--- src/rtl/uart_pkg.sv ---
// Shared UART definitions: receiver state encoding and baud divider math.
// Used by both the RX path and the TX-side baud clock generation.
package uart_pkg;

    typedef enum logic [2:0] {
        IDLE,
        START,
        DATA,
        STOP,
        BREAK
    } uart_state_e;

    localparam int DEFAULT_OVERSAMPLE = 16;

    // System clocks per oversample tick, truncated toward zero.
    function automatic int clks_per_tick(
        input int clk_hz,
        input int baud,
        input int os
    );
        return clk_hz / (baud * os);
    endfunction

endpackage

--- src/rtl/uart_tick_gen.sv ---
// Oversample tick divider: one-clk pulse every CLK_DIV clocks.
// Synchronous clear pins the phase to the detected start edge.
module uart_tick_gen #(
    parameter int CLK_DIV = 325
) (
    input  logic clk,
    input  logic reset,
    input  logic i_clr,
    output logic o_tick
);

    localparam int W = (CLK_DIV > 2) ? $clog2(CLK_DIV) : 1;
    localparam logic [W-1:0] LAST = W'(CLK_DIV - 1);

    logic [W-1:0] r_div_cnt;

    always_ff @(posedge clk or posedge reset) begin
        if (reset) begin
            r_div_cnt <= '0;
        end else if (i_clr || r_div_cnt == LAST) begin
            r_div_cnt <= '0;
        end else begin
            r_div_cnt <= r_div_cnt + W'(1);
        end
    end

    assign o_tick = (r_div_cnt == LAST);

endmodule

--- src/rtl/uart_rx_oversampled.sv ---
// 16x-oversampled 8N1 UART receiver with start-glitch rejection,
// framing-error detection and break handling.
module uart_rx_oversampled
    import uart_pkg::*;
#(
    parameter int CLK_DIV    = clks_per_tick(50_000_000, 9600, DEFAULT_OVERSAMPLE),
    parameter int OVERSAMPLE = DEFAULT_OVERSAMPLE,
    parameter int DATA_BITS  = 8
) (
    input  logic                 clk,
    input  logic                 reset,
    input  logic                 rx,
    output logic [DATA_BITS-1:0] rx_data,
    output logic                 rx_valid,
    output logic                 frame_err,
    output logic                 busy
);

    localparam int TW = $clog2(OVERSAMPLE);
    localparam int BW = $clog2(DATA_BITS + 1);
    localparam logic [TW-1:0] TICK_MID = TW'(OVERSAMPLE / 2 - 1);
    localparam logic [TW-1:0] TICK_END = TW'(OVERSAMPLE - 1);
    localparam logic [BW-1:0] BIT_LAST = BW'(DATA_BITS - 1);

    logic [1:0]           r_sync;
    uart_state_e          r_state;
    logic [TW-1:0]        r_tick_cnt;
    logic [BW-1:0]        r_bit_cnt;
    logic [DATA_BITS-1:0] r_shift;
    logic [DATA_BITS-1:0] r_rx_data;
    logic                 r_rx_valid;
    logic                 r_frame_err;

    logic w_rx_s;
    logic w_tick;
    logic w_div_clr;

    always_ff @(posedge clk or posedge reset) begin
        if (reset) begin
            r_sync <= 2'b11;
        end else begin
            r_sync <= {r_sync[0], rx};
        end
    end

    assign w_rx_s    = r_sync[1];
    assign w_div_clr = (r_state == IDLE);

    uart_tick_gen #(
        .CLK_DIV(CLK_DIV)
    ) u_tick_gen (
        .clk   (clk),
        .reset (reset),
        .i_clr (w_div_clr),
        .o_tick(w_tick)
    );

    always_ff @(posedge clk or posedge reset) begin
        if (reset) begin
            r_state     <= IDLE;
            r_tick_cnt  <= '0;
            r_bit_cnt   <= '0;
            r_shift     <= '0;
            r_rx_data   <= '0;
            r_rx_valid  <= 1'b0;
            r_frame_err <= 1'b0;
        end else begin
            r_rx_valid  <= 1'b0;
            r_frame_err <= 1'b0;
            case (r_state)
                IDLE: begin
                    r_tick_cnt <= '0;
                    r_bit_cnt  <= '0;
                    if (!w_rx_s) r_state <= START;
                end
                START: if (w_tick) begin
                    if (r_tick_cnt == TICK_MID) begin
                        // From here on every sample lands mid-bit.
                        r_tick_cnt <= '0;
                        r_bit_cnt  <= '0;
                        r_state    <= w_rx_s ? IDLE : DATA;
                    end else begin
                        r_tick_cnt <= r_tick_cnt + TW'(1);
                    end
                end
                DATA: if (w_tick) begin
                    if (r_tick_cnt == TICK_END) begin
                        r_tick_cnt <= '0;
                        r_shift    <= {w_rx_s, r_shift[DATA_BITS-1:1]};
                        r_bit_cnt  <= r_bit_cnt + BW'(1);
                        if (r_bit_cnt == BIT_LAST) r_state <= STOP;
                    end else begin
                        r_tick_cnt <= r_tick_cnt + TW'(1);
                    end
                end
                STOP: if (w_tick) begin
                    if (r_tick_cnt == TICK_END) begin
                        r_tick_cnt <= '0;
                        if (w_rx_s) begin
                            r_rx_data  <= r_shift;
                            r_rx_valid <= 1'b1;
                            r_state    <= IDLE;
                        end else begin
                            r_frame_err <= 1'b1;
                            r_state     <= BREAK;
                        end
                    end else begin
                        r_tick_cnt <= r_tick_cnt + TW'(1);
                    end
                end
                BREAK: if (w_rx_s) r_state <= IDLE;
                default: r_state <= IDLE;
            endcase
        end
    end

    assign rx_data   = r_rx_data;
    assign rx_valid  = r_rx_valid;
    assign frame_err = r_frame_err;
    assign busy      = (r_state != IDLE);

endmodule

--- config.mk ---
export PLATFORM = sky130hd
export DESIGN_NAME = uart_rx_oversampled
export DESIGN_NICKNAME = d
export VERILOG_FILES = /design/src/rtl/uart_pkg.sv /design/src/rtl/uart_tick_gen.sv /design/src/rtl/uart_rx_oversampled.sv
export SDC_FILE = /design/constraint.sdc
export NUM_CORES = 1
export LEC_CHECK = 0
export BUFFER_PORTS_ARGS = -buffer_cell sky130_fd_sc_hd__buf_2
export CORE_MARGIN = 4
export CORE_UTILIZATION = 45
export CTS_BUF_LIST = sky130_fd_sc_hd__clkbuf_4 sky130_fd_sc_hd__clkbuf_8
export CTS_CLUSTER_DIAMETER = 80
export DETAILED_ROUTE_END_ITERATION = 12
export PLACE_DENSITY_LB_ADDON = 0.3
export SLEW_MARGIN = 40
export SYNTH_ARGS = -nofsm -noshare
export SYNTH_HDL_FRONTEND = slang
export SYNTH_SLANG_ARGS = --single-unit
export TNS_END_PERCENT = 20
--- constraint.sdc ---
create_clock -name clk -period 2.4 [get_ports clk]
set_input_delay 0.36 -clock clk [delete_from_list [all_inputs] [get_ports clk]]
set_output_delay 0.36 -clock clk [all_outputs]
set_load 0.03 [all_outputs]
[After elaboration in Yosys (flattened, before gate mapping)]
Cells that the tools add are included.
Word-level totals
  register bits after elaboration: 40
  bits in latches: 0
  bits in writable memories: 0
  ROM bits: 0
  input bits: 3
  output and inout bits: 11
  word-level logic and storage cells: 72
  memories: 0
Operators by class
  add/subtract/negate cells: 3
  multiply operators: 0
  div/mod/pow operators: 0
  magnitude comparators: 0
  equality and inequality tests: 18
  shift operators: 0
  muxes and demuxes: 31
  bitwise operators: 0
  reduce and logical (&&, ||, !) cells: 11
Operators with widths (count)
  2-to-1 mux 4 bit: 8
  2-to-1 mux 3 bit: 10
  one-hot mux 4 bit (3 select lines): 2
  one-hot mux 3 bit (5 select lines): 1
  inequality test 2 bit, second input constant: 6
  adder 9 x 1 -> 9 bit, second input constant: 1
  == test 9 bit, second input constant: 1
  2-to-1 mux 9 bit: 1
  AND reduction 9 bit: 1
  nonzero test 3 bit: 3
  adder 4 x 1 -> 4 bit, second input constant: 2
  == test 4 x 3 -> 1 bit, second input constant: 2
  2-to-1 mux 1 bit: 8
  inequality test 2 x 1 -> 1 bit, second input constant: 4
  == test 3 x 2 -> 1 bit, second input constant: 2
  AND reduction 3 bit: 2
  AND reduction 5 bit: 1
  == test 4 bit, second input constant: 1
  AND reduction 4 bit: 1
  == test 3 x 1 -> 1 bit, second input constant: 1
  == test 3 bit, second input constant: 1
  zero test 3 bit: 1
  2-to-1 mux 2 bit: 1
  OR reduction 2 bit: 1
  logical OR 1 bit: 1

[Logic depth before layout (Yosys ltp)]
  word-level depth: 5
  depth in mapped cells: 7
  mapped depth without buffers: 6

[Modules after synthesis]
From an unflattened synthesis, not the netlist that was laid out.
Unflattened totals
  cell total of the unflattened synthesis: 177
  area, all modules: 1950.6 um^2
By module, submodules not included
  uart_rx_oversampled: times used 1, cells an instance 128, area an instance 1482.7 um^2, seq. area each 778.2 um^2
  uart_tick_gen: times used 1, cells an instance 49, area an instance 467.9 um^2, seq. area each 225.2 um^2

[Least setup slack after synthesis]
OpenSTA, ideal clock, no wires.
  kind: flip-flop to flip-flop
  start point: reg u_tick_gen.r_div_cnt[0]
  end point: reg r_bit_cnt[0]
  library setup time: 0.124 ns
  arrival: 1.599 ns
  data required time: 2.276 ns
  setup slack: 0.677 ns
  cell stages (with the launch flop): 8
  path buffers: 1
  period minus slack after synthesis: 1.723 ns
  cell sequence: dfrtp_1 > inv_1 > ha_1 > and4b_1 > nand4b_2 > buf_6 > a21o_1 > a211o_1
On the way
  cells in the longest elaborated chain, start to end: 3
  elaborated cells between the ends (all ways): 4
  those cells by class: eq/ne: 3; reduce/logical: 1
Ends and longest elaborated chain
  start, declared: RTL line uart_tick_gen.sv:15  | logic [W-1:0] r_div_cnt;
  start signal, assigned: RTL line uart_tick_gen.sv:23  | r_div_cnt <= r_div_cnt + W'(1);
  == test 9 bit *: RTL line uart_tick_gen.sv:27  | assign o_tick = (r_div_cnt == LAST);
  inequality test 2 x 1 -> 1 bit (no source line)
  AND reduction 5 bit (no source line) *
  end signal, assigned: RTL line uart_rx_oversampled.sv:90  | r_bit_cnt <= r_bit_cnt + BW'(1);
  end, declared: RTL line uart_rx_oversampled.sv:28  | logic [BW-1:0] r_bit_cnt;
Mark *: on every way between the ends. The rest lies on a longest branch, timed or not.
A chain may end at the register's enable or synchronous reset.

[Worst setup path after layout]
  start point: reg u_tick_gen.r_div_cnt[0]
  end point: reg r_bit_cnt[3]
Same word-level chain as after synthesis.

==> metrics.sh <==
STATUS='finished, final reports clean'
MAX_CLOCK_FREQ_MHz=510
SYNTH-SEQ-AREA-SHARE=0.533
INITIAL_UTILIZATION=0.468
WORST-ENDPOINT-REQUIRED_PS=2620
CRITPATHCAPTURETYPE='flip-flop'
CLK_SINKS=40
PERIOD_NEEDED_PS=1960
HOLD_PATH.CLASS='input port to asynchronous set/reset pin'
PWR_DENSITY_CELL_nW_PER_UM2=535
FINALHOLDVIOLCOUNT=0
PERIOD_SHARE=0.818
TOTALNEGATIVESETUPSLACK_PS=0
GLOBAL_ROUTE_WIRE_LENGTH_BEFORE_REPAIR_MICRONS=5660
POWER_LEAKAGE_nW=1.05
TIMING_WORST_SLEW_PIN_VALUE_PS=494
STARTPOINT_TYPE='flip-flop'
CLK_PIN_SLEW_WORST_PATHS_PS=80
MAXCAPVIOLATIONS=0
DIE_Y_MICRONS=72.7
IO_PINS=14
FINAL_ANTENNA_NET_COUNT=0
FIN_CELLS=222
VIAS_PER_CELL=5.55
PORT_BUFFERS=13
FINALSETUPVIOLATIONS=0
GRT_OVERFLOW=0
NUM_ROWS=23
GRT_UTIL_ALL_LAYERS=0.137
NUMBER_OF_ANTENNA_VIOLATIONS_AT_THE_FIRST_CHECK_IN_GLOBAL_ROUTING=0
ANTENNA_CELLS=0
CTS_POST_SETUP_BUFFERS_INSERTED=0
MAX-SLEW-MARGIN-REL=0.671
PRE_CTS_WS_PS=460
CTS_HOLD_BUF=0
NETS_FINISH=179
CRITPATHARRIVALTIME_PS=2190
SYNTH_WARNINGS=0
DR_TOTAL_VIAS=1233
UNREPAIRED_SETUP_ENDPOINTS_AFTER_GLOBAL_ROUTING='false'
LAYOUT.FILLER_CELLS=361
DIE_W_MICRONS=72.7
CELL_CHAIN_OF_THE_CRITICAL_PATH='inv_1, ha_1, and4b_1, nand4b_2, or4_1, nand3_1'
DIE_AREA_SQ_UM=5290
DRV_SLEW=0
DETAIL_ROUTE.FIRST_PASS.ITERATIONS=4
TRITONCTS_CLOCK_TREE='built'
GPL.FINAL_WEIGHTED_CONGESTION=0.810
CLK_PATH_BUF_DEPTH=2
DRIVE_GT1_FRAC=0.297
VDD_IR_DROP_MAX_mV=0.366
FIN_WS_PS=438
POST_SYNTH_INST_COUNT=154
CORE-AREA_SQ_UM=4030
POST_SYNTH.CELL_AREA_AVG_SQ_UM=12.2
CLOCK_LATENCY_PS=290
FIRST_GLOBAL_VIAS=1265
CRITPATHMAXSTAGEDELAY_PS=570
POST_CTS_RESIZED=0
DR.FIRST_ITER.DRC_COUNT=74
WIRE_PER_INST_MICRONS=14.9
CRITPATHMAXFANOUT=12
DRT_DRC_VIOLATIONS_LEFT=0
PLACED_CELLS=215
SYNTH_SEQ_CELLS=40
SYN-CELL-AREA_SQ_UM=1880
CRITICAL_PATH.SLOWEST_CELL='sky130_fd_sc_hd__or4_1'
DP_HPWL_MICRONS=2250
SYNTH.DISTINCT_CELLS=46
WORST_CLOCK_SKEW_PS=4.21
SYN_TO_FINAL_GROWTH_PCT=10.7
NET_COUNT_SYNTH=161
CLK_ROOT_BUFFER_CELL='sky130_fd_sc_hd__clkbuf_8'
HTREEDEPTH=2
CRITICAL_PATH_CLASS='flip-flop to flip-flop'
FINALWIRELENGTH_MICRONS=3300
GRT_MAX_DEGREE=41
CTS_MADE_BUFFERS=5
## path summary, 6_finish.rpt
kind	from	to	slack [ps]	cells after the start
worst min-delay path	reset	rx_valid$_DFF_PP0_	170	3
min in group clk	rx	r_sync[0]$_DFF_PP1_	170	1
worst max register to register	u_tick_gen.r_div_cnt[0]$_DFF_PP0_	r_bit_cnt[3]$_DFFE_PP0P_	440	6
max in group asynchronous	reset	r_sync[1]$_DFF_PP1_	1860	3
worst min register to register	r_sync[0]$_DFF_PP1_	r_sync[1]$_DFF_PP1_	360	0
worst max-delay path	u_tick_gen.r_div_cnt[0]$_DFF_PP0_	r_bit_cnt[3]$_DFFE_PP0P_	440	6
## report_power, final
| group | internal, mW | switching [mW] | leakage (nW) |
|---|---|---|---|
| clock network | 0.197 | 0.224 | 0.0400 |
| logic | 0.00331 | 0.0132 | 0.473 |
| registers | 0.677 | 0.00194 | 0.537 |
## flip-flops by register name (all words and copies together) (netlist names)
name,flops
frame_err,1
r_bit_cnt,4
r_shift,8
r_state,3
r_sync,2
r_tick_cnt,4
rx_data,8
rx_valid,1
u_tick_gen.r_div_cnt,9
## cells in the final DEF (no fill, tap or decap), types with 2 or more instances in the layout
master / n
sky130_fd_sc_hd__dfrtp_1: 38
sky130_fd_sc_hd__mux2_2: 16
sky130_fd_sc_hd__buf_2: 13
sky130_fd_sc_hd__nor2_1: 11
sky130_fd_sc_hd__nand3_1: 8
sky130_fd_sc_hd__nand2_1: 7
sky130_fd_sc_hd__inv_1: 6
sky130_fd_sc_hd__xor2_1: 6
sky130_fd_sc_hd__clkbuf_8: 5
sky130_fd_sc_hd__or2_2: 4
sky130_fd_sc_hd__nor3_1: 4
sky130_fd_sc_hd__ha_1: 4
sky130_fd_sc_hd__xnor2_1: 3
sky130_fd_sc_hd__a211o_1: 3
sky130_fd_sc_hd__or3_1: 2
sky130_fd_sc_hd__a21o_1: 2
sky130_fd_sc_hd__o211a_1: 2
sky130_fd_sc_hd__o311ai_0: 2
sky130_fd_sc_hd__o211ai_1: 2
sky130_fd_sc_hd__or4_1: 2
sky130_fd_sc_hd__nand4_1: 2
sky130_fd_sc_hd__a22o_1: 2
sky130_fd_sc_hd__buf_4: 2
sky130_fd_sc_hd__dfstp_2: 2
## area by class of cell
| cell class | instances | area, sq um | share of cell area |
|---|---|---|---|
| Inverter | 6 | 22.5 | 0.0108 |
| Clock inverter | 2 | 12.5 | 0.00600 |
| Timing Repair Buffer | 15 | 80.1 | 0.0384 |
| Sequential cell | 40 | 1000 | 0.481 |
| Multi-Input combinational cell | 104 | 836 | 0.401 |
| Clock buffer | 5 | 68.8 | 0.0330 |
| Tap cell | 50 | 62.6 | 0.0300 |
## kinds of logic after synthesis
logic type                 synth area share
AOI/OAI and AO/OA                    0.0823
adders and majority gates            0.0266
and+or+nand+nor                       0.192
muxes                                 0.101
xor gates and xnor gates             0.0418
DFF                                   0.533
buffers and inverters                0.0239
## cells in the mapped netlist (all sizes together)
cell	count	share of area
dfstp	2	0.028
or2	4	0.013
dfrtp	38	0.50
nand3	8	0.021
nand2b	1	0.0033
or4	2	0.0080
nor4b	2	0.017
and3b	1	0.0046
nand4b	2	0.013
o2111ai	1	0.0046
o311ai	2	0.0093
a31oi	1	0.0033
nand3b	1	0.011
o31ai	1	0.0040
or3	2	0.0066
ha	4	0.027
buf	2	0.0080
and3	2	0.0073
o211a	2	0.011
and4b	1	0.0053
a22o	2	0.0093
nor2	11	0.022
nand4	3	0.018
a21oi	1	0.0027
clkbuf	2	0.0040
and4	1	0.0053
a211o	3	0.014
mux2i	1	0.0053
a32oi	1	0.0046
and2	2	0.0080
xor2	6	0.028
o211ai	2	0.0080
nor3	4	0.011
xnor2	3	0.014
mux2	16	0.096
a21o	2	0.0080
inv	6	0.012
nor3b	1	0.0040
nand2	7	0.014
o21bai	1	0.0040
## per-layer routing
| metal | track usage | share of wire |
|---|---|---|
| met5 | 0 | 0 |
| met4 | 0.0615 | 0.017 |
| met3 | 0.0386 | 0.031 |
| met2 | 0.223 | 0.49 |
| met1 | 0.169 | 0.46 |
## per-stage QoR
step | util | area (sq um) | power, mW | hold WS (ps)
6_report | 0.518 | 2090 | 1.12 | 168
5_1_grt | 0.518 | 2090 | 1.16 | 160
4_1_cts | 0.518 | 2090 | 1.13 | 162
3_5_place_dp | 0.498 | 2000 | 0.710 | 349
3_3_place_gp | 0.498 | 2000 | 0.709 | 346
2_1_floorplan | - | 1880 | 0.702 | 345
## worst max-delay path, delay by kind of cell (launching register included)
family                   cells  cell delay, ps
AND/OR/NAND/NOR              4            1240
buffers and inverters        1              80
adder cells (fa/ha/maj)      1             130
flip-flops                   1             440
Note: power is estimated with default switching activity, not from simulation.
